**src/rtl/alu_seq_pkg.sv**
```systemverilog
// Shared types and constants for the ALU operation sequencer.
// The optional watchdog is selected with ALU_SEQ_TIMEOUT_EN.
package alu_seq_pkg;

  localparam int ALU_SEQ_WIDTH = 16;

  // Bit positions of the captured ALU flags inside rsp_flags ({n,z,c,v}).
  localparam int FLAG_N = 3;
  localparam int FLAG_Z = 2;
  localparam int FLAG_C = 1;
  localparam int FLAG_V = 0;

  typedef enum logic [2:0] {
    IDLE   = 3'd0,
    LOAD_M = 3'd1,
    LOAD_Q = 3'd2,
    RUN    = 3'd3,
    DONE   = 3'd4
  } alu_seq_state_e;

endpackage

```
**src/rtl/alu_seq_watchdog.sv**
```systemverilog
// RUN-phase watchdog for the ALU sequencer; only built when ALU_SEQ_TIMEOUT_EN is defined.
// expired is high during the LIMIT-th consecutive enabled cycle after a clear.
module alu_seq_watchdog #(
  parameter int LIMIT = 64
) (
  input  logic clk,
  input  logic rst,
  input  logic clear,
  input  logic enable,
  output logic expired
);

  localparam int CW = $clog2(LIMIT + 1);

  logic [CW-1:0] count_q;

  always_ff @(posedge clk) begin
    if (rst || clear) begin
      count_q <= '0;
    end else if (enable && !expired) begin
      count_q <= count_q + CW'(1);
    end
  end

  assign expired = enable && (count_q == CW'(LIMIT - 1));

endmodule

```
**src/rtl/alu_op_sequencer.sv**
```systemverilog
// Sequences one ALU operation: loads M then Q onto alu_inbus, waits for alu_finish,
// and presents the last two result words plus flags. ALU_SEQ_TIMEOUT_EN adds a RUN watchdog.
module alu_op_sequencer
  import alu_seq_pkg::*;
#(
  parameter int WIDTH          = ALU_SEQ_WIDTH,
  parameter int TIMEOUT_CYCLES = 64
) (
  input  logic             clk,
  input  logic             rst_b,
  input  logic             req_valid,
  output logic             req_ready,
  input  logic [3:0]       req_op,
  input  logic [WIDTH-1:0] req_a,
  input  logic [WIDTH-1:0] req_b,
  output logic             alu_start,
  output logic [3:0]       alu_s,
  output logic [WIDTH-1:0] alu_inbus,
  input  logic [WIDTH-1:0] alu_outbus,
  input  logic             alu_finish,
  input  logic             alu_n,
  input  logic             alu_z,
  input  logic             alu_c,
  input  logic             alu_v,
  output logic             rsp_valid,
  input  logic             rsp_ready,
  output logic [WIDTH-1:0] rsp_hi,
  output logic [WIDTH-1:0] rsp_lo,
  output logic [3:0]       rsp_flags,
  output logic             rsp_err,
  output logic [2:0]       dbg_state
);

  // Handshakes: a transfer occurs on a rising edge where valid and ready are both 1;
  // the producer holds valid and payload steady until that edge.

  alu_seq_state_e   state_q, state_d;
  logic [3:0]       op_q;
  logic [WIDTH-1:0] a_q, b_q;
  logic [WIDTH-1:0] hist0_q, hist1_q;
  logic [WIDTH-1:0] rsp_hi_q, rsp_lo_q;
  logic [3:0]       rsp_flags_q;
  logic             timeout;

`ifdef ALU_SEQ_TIMEOUT_EN
  logic rsp_err_q;

  // Cleared on the LOAD_Q->RUN edge so every RUN phase gets the full budget.
  alu_seq_watchdog #(.LIMIT(TIMEOUT_CYCLES)) u_watchdog (
    .clk     (clk),
    .rst     (rst_b),
    .clear   (state_q == LOAD_Q),
    .enable  (state_q == RUN),
    .expired (timeout)
  );

  assign rsp_err = rsp_err_q;
`else
  logic [31:0] unused_timeout_cycles;

  assign unused_timeout_cycles = TIMEOUT_CYCLES;
  assign timeout               = 1'b0;
  assign rsp_err               = 1'b0;
`endif

  always_ff @(posedge clk) begin
    if (rst_b) begin
      state_q     <= IDLE;
      op_q        <= '0;
      a_q         <= '0;
      b_q         <= '0;
      hist0_q     <= '0;
      hist1_q     <= '0;
      rsp_hi_q    <= '0;
      rsp_lo_q    <= '0;
      rsp_flags_q <= '0;
`ifdef ALU_SEQ_TIMEOUT_EN
      rsp_err_q   <= 1'b0;
`endif
    end else begin
      state_q <= state_d;
      if (state_q == IDLE && req_valid) begin
        op_q <= req_op;
        a_q  <= req_a;
        b_q  <= req_b;
      end
      if (state_q == LOAD_M || state_q == LOAD_Q || state_q == RUN) begin
        hist1_q <= hist0_q;
        hist0_q <= alu_outbus;
      end
      // Finish takes priority over a coincident timeout.
      if (state_q == RUN) begin
        if (alu_finish) begin
          rsp_hi_q            <= hist1_q;
          rsp_lo_q            <= hist0_q;
          rsp_flags_q[FLAG_N] <= alu_n;
          rsp_flags_q[FLAG_Z] <= alu_z;
          rsp_flags_q[FLAG_C] <= alu_c;
          rsp_flags_q[FLAG_V] <= alu_v;
`ifdef ALU_SEQ_TIMEOUT_EN
          rsp_err_q           <= 1'b0;
        end else if (timeout) begin
          rsp_hi_q            <= '0;
          rsp_lo_q            <= '0;
          rsp_flags_q         <= '0;
          rsp_err_q           <= 1'b1;
`endif
        end
      end
    end
  end

  always_comb begin
    state_d   = state_q;
    req_ready = 1'b0;
    alu_start = 1'b0;
    alu_s     = '0;
    alu_inbus = '0;
    rsp_valid = 1'b0;
    unique case (state_q)
      IDLE: begin
        req_ready = 1'b1;
        if (req_valid) state_d = LOAD_M;
      end
      LOAD_M: begin
        alu_start = 1'b1;
        alu_s     = op_q;
        alu_inbus = b_q;
        state_d   = LOAD_Q;
      end
      LOAD_Q: begin
        alu_s     = op_q;
        alu_inbus = a_q;
        state_d   = RUN;
      end
      RUN: begin
        alu_s = op_q;
        if (alu_finish || timeout) state_d = DONE;
      end
      DONE: begin
        rsp_valid = 1'b1;
        if (rsp_ready) state_d = IDLE;
      end
      default: state_d = IDLE;
    endcase
  end

  assign rsp_hi    = rsp_hi_q;
  assign rsp_lo    = rsp_lo_q;
  assign rsp_flags = rsp_flags_q;
  assign dbg_state = state_q;

endmodule
```
**config.mk**
```make
export PLATFORM = sky130hd
export DESIGN_NAME = alu_op_sequencer
export DESIGN_NICKNAME = d
export VERILOG_FILES = /design/src/rtl/alu_seq_pkg.sv /design/src/rtl/alu_seq_watchdog.sv /design/src/rtl/alu_op_sequencer.sv
export SDC_FILE = /design/constraint.sdc
export NUM_CORES = 1
export LEC_CHECK = 0
export ABC_AREA = 0
export CAP_MARGIN = 5
export CORE_ASPECT_RATIO = 0.8
export CORE_MARGIN = 3
export CORE_UTILIZATION = 48
export DETAILED_ROUTE_END_ITERATION = 8
export PLACE_DENSITY = 0.8
export RECOVER_POWER = 100
export SLEW_MARGIN = 30
export SYNTH_ARGS = -nofsm -noshare
export SYNTH_HDL_FRONTEND = slang
export SYNTH_SLANG_ARGS = --single-unit
```
**constraint.sdc**
```tcl
create_clock -name clk -period 1.5 [get_ports clk]
set_input_delay 0.3 -clock clk [delete_from_list [all_inputs] [get_ports clk]]
set_output_delay 0.3 -clock clk [all_outputs]
set_load 0.01 [all_outputs]
```
==> results by group <==
Run status
  – Status: finished, violations left
  – Failing checks: setup timing

Routing
  – WL/cell: 15.1 um
  – # DRC: 0
  – Antenna viol nets, final: 0
  – Post-Route WL: 10.7 mm
  – Via count of the routed design: 3411
  – First-pass DRT Iterations: 4
  – Initial detailed-routing violation count: 172
  – Vias/cell: 4.82

Global route
  – First-pass GRT wire length: 17.1 mm
  – Vias in the first global route: 3375
  – Gr usage total: 0.189
  – Total grt overflow: 0
  – Initial antenna violation count: 0
  – Largest net degree at the start of global routing: 63

Finish
  – Design Area, Final: 0.00651 mm^2
  – NumNets Final: 631
  – # diodes: 0
  – Share of cells above drive strength 1: 0.144
  – Layout area overhead: 35.6%
  – Util after Layout: 0.694
  – Final cell count without fillers: 707

Floorplan
  – # IOs: 124
  – Row cnt: 31
  – Initial core utilization: 0.511
  – Die extent in x: 118 um
  – Die ar.: 0.0112 mm^2
  – CORE AREA: 0.00939 mm^2
  – Die Y: 95.5 um

Min path
  – Hold Path Class: reg2reg

Synth
  – Post-synthesis sequential area ratio: 0.446
  – Synthesis Warnings: 0
  – Synth Instances: 446
  – Avg Cell Area, Syn: 10.8 um^2
  – Synthesized flop and latch total: 107
  – Synthesized cell area: 0.00480 mm^2
  – Largest area contributor in the netlist: dfxtp_1
  – Top-area cell type share of the netlist area: 0.446
  – Synth unique cells: 25
  – Synth top area cells: dfxtp_1, mux2i_1, nand2b_1
  – Post-Syn Nets: 507

Timing
  – FMAX: 584 MHz
  – Clock skew: 0.0103 ns
  – Crit share post-route: 1.14
  – Final WS setup: -0.213 ns
  – Slew Viols, Final: 0
  – Min Clock Period, post-route: 1.71 ns
  – RSZ-0062 raised after global routing: yes
  – Setup violations, final: 24
  – Final hold violation count: 0

Critical path
  – CP Max Fanout: 17
  – Worst reg2reg setup slack: 0 ns
  – Worst path arrival time: 1.41 ns
  – Crit path cell chain: nor3b_4 > buf_12 > a22o_1 > buf_2
  – Register-to-Register Path Depth: 6
  – Crit Path Category: reg2out
  – Crit path largest cell delay: 0.38 ns
  – Setup crit end: alu_inbus[8]
  – Critical path startpoint: dbg_state[0]
  – Startpoint Class: flop
  – Worst Path Required: 1.20 ns
  – CP max stage cell: dfxtp_4
  – Critical Path Sink Type: output pin
  – Launching point of the worst reg2reg path: dbg_state[2]
  – RR Endpoint: a_q[3]

Clocking
  – Clock tree sinks: 107
  – Root buf cell: clkbuf_16
  – Clk_lat worst skew: 0.35 ns
  – CTS HTree Levels: 3
  – CTS tree: done
  – TritonCTS Buffers: 9
  – Post-CTS Hold Buffers: 0
  – Bufs on Longest Clock Path: 2
  – Clk slew on worst S/H paths: 0.07 ns

Place
  – I/O Buffers: 122
  – Pre-CTS setup slack: -0.333 ns
  – Placed Cells incl. Taps: 683
  – Dpl hpwl: 7.21 mm
  – Post-DP Area: 0.00617 mm^2
  – Final GP Congestion: 0.730

Power and ir drop
  – Worst vdd ir: 0.000650 V
  – Power per cell area: 1030 mW/mm^2
  – Lkg Pwr: 2.97 nW
  – Total power: 6.71 mW

Flow run
  – # Max-Cap Violations: 0
[metrics by stage]
| step | TNS (ns) | hold slack [ns] |
|---|---|---|
| 2_1_floorplan | 0 | 0.444 |
| 3_3_place_gp | -9.34 | 0.456 |
| 3_5_place_dp | -10.96 | 0.459 |
| 4_1_cts | -4.82 | 0.475 |
| 5_1_grt | -9.98 | 0.491 |
| 6_report | -3.82 | 0.473 |
[state kept, by name (all words and copies together), names as in the netlist]
signal / cells
op_q: 4
hist1_q: 16
hist0_q: 16
rsp_hi: 16
b_q: 16
a_q: 16
dbg_state: 3
rsp_flags: 4
rsp_lo: 16
[timing repair]
| action | 4_1_cts | 5_1_grt |
|---|---|---|
| gates resized for setup | 156 | 8 |
| gates cloned | 3 | 2 |
| buffers inserted | 4 | 1 |
| setup endpoints to repair | 80 | 59 |
| pin swaps | 6 | 8 |
[area by class of cell]
class | count | area [um^2]
fill | 752 | 2880
clock inverter | 5 | 82.6
timing repair buffer | 150 | 1460
clock buffer | 11 | 243
sequential | 107 | 2150
tap | 132 | 165
multi-input combinational | 302 | 2410
[critical path, delay by kind of cell, from the launching register on]
kind | cells | cell delay, ns
buffers and inverters | 2 | 0.31
AO/OA/AOI/OAI | 1 | 0.15
AND/OR/NAND/NOR | 1 | 0.22
flip-flops | 1 | 0.38
[worst min path at each step]
stage / from / endpoint / slack (ns) / cells after the start
after floorplan: op_q[0] / op_q[0] / 0.44 / 2
after global placement: op_q[1] / op_q[1] / 0.46 / 2
after detailed placement: rsp_flags[2] / rsp_flags[2] / 0.46 / 2
after CTS: op_q[0] / op_q[0] / 0.48 / 2
after global routing: rsp_flags[3] / rsp_flags[3] / 0.49 / 2
final: op_q[0] / op_q[0] / 0.47 / 2
[cell usage in the layout (no fill, tap or decap), types with 10 or more instances in the layout]
| master | count |
|---|---|
| a22o_1 | 16 |
| clkdlybuf4s50_1 | 59 |
| clkbuf_16 | 11 |
| dfxtp_1 | 104 |
| dlygate4sd2_1 | 37 |
| buf_2 | 22 |
| mux2i_1 | 103 |
| nand2b_1 | 161 |
| buf_6 | 10 |
[cells by family after synthesis]
family                 count (synthesis)  synth area share
AO/OA/AOI/OAI                         21            0.0383
flip-flops                           107             0.446
buffers and inverters                 37            0.0563
multiplexers                         104             0.217
AND/OR/NAND/NOR                      176             0.242
other                                  1          0.000781
[power breakdown]
| group | internal, mW | total (mW) | switching (mW) | leakage [nW] |
|---|---|---|---|---|
| Sequential | 2.99 | 3.07 | 0.0765 | 0.873 |
| Combinational | 0.628 | 1.08 | 0.447 | 1.94 |
| Clock | 1.52 | 2.56 | 1.04 | 0.161 |
| Total | 5.14 | 6.71 | 1.57 | 2.97 |
[cell usage after synthesis (all sizes together)]
cell type / number
a211oi: 1
a21bo: 1
a21oi: 1
a22o: 16
and2: 5
and3: 1
and4b: 1
buf: 20
clkbuf: 17
conb: 1
dfxtp: 107
mux2i: 104
nand2b: 161
nand4b: 1
nor2: 1
nor3: 1
nor3b: 2
nor4: 1
nor4b: 1
o21ba: 1
o21bai: 1
or4b: 1
[layer usage]
layer | global-route usage | up-vias | part of all wire
met1 | 0.240 | 1603 | 0.47
met4 | 0.0498 | 0 | 0.0097
met3 | 0.0469 | 10 | 0.038
met5 | 0 | - | 0
li1 | - | 1738 | -
met2 | 0.326 | 60 | 0.49
Note: power is estimated with default switching activity, not from simulation.
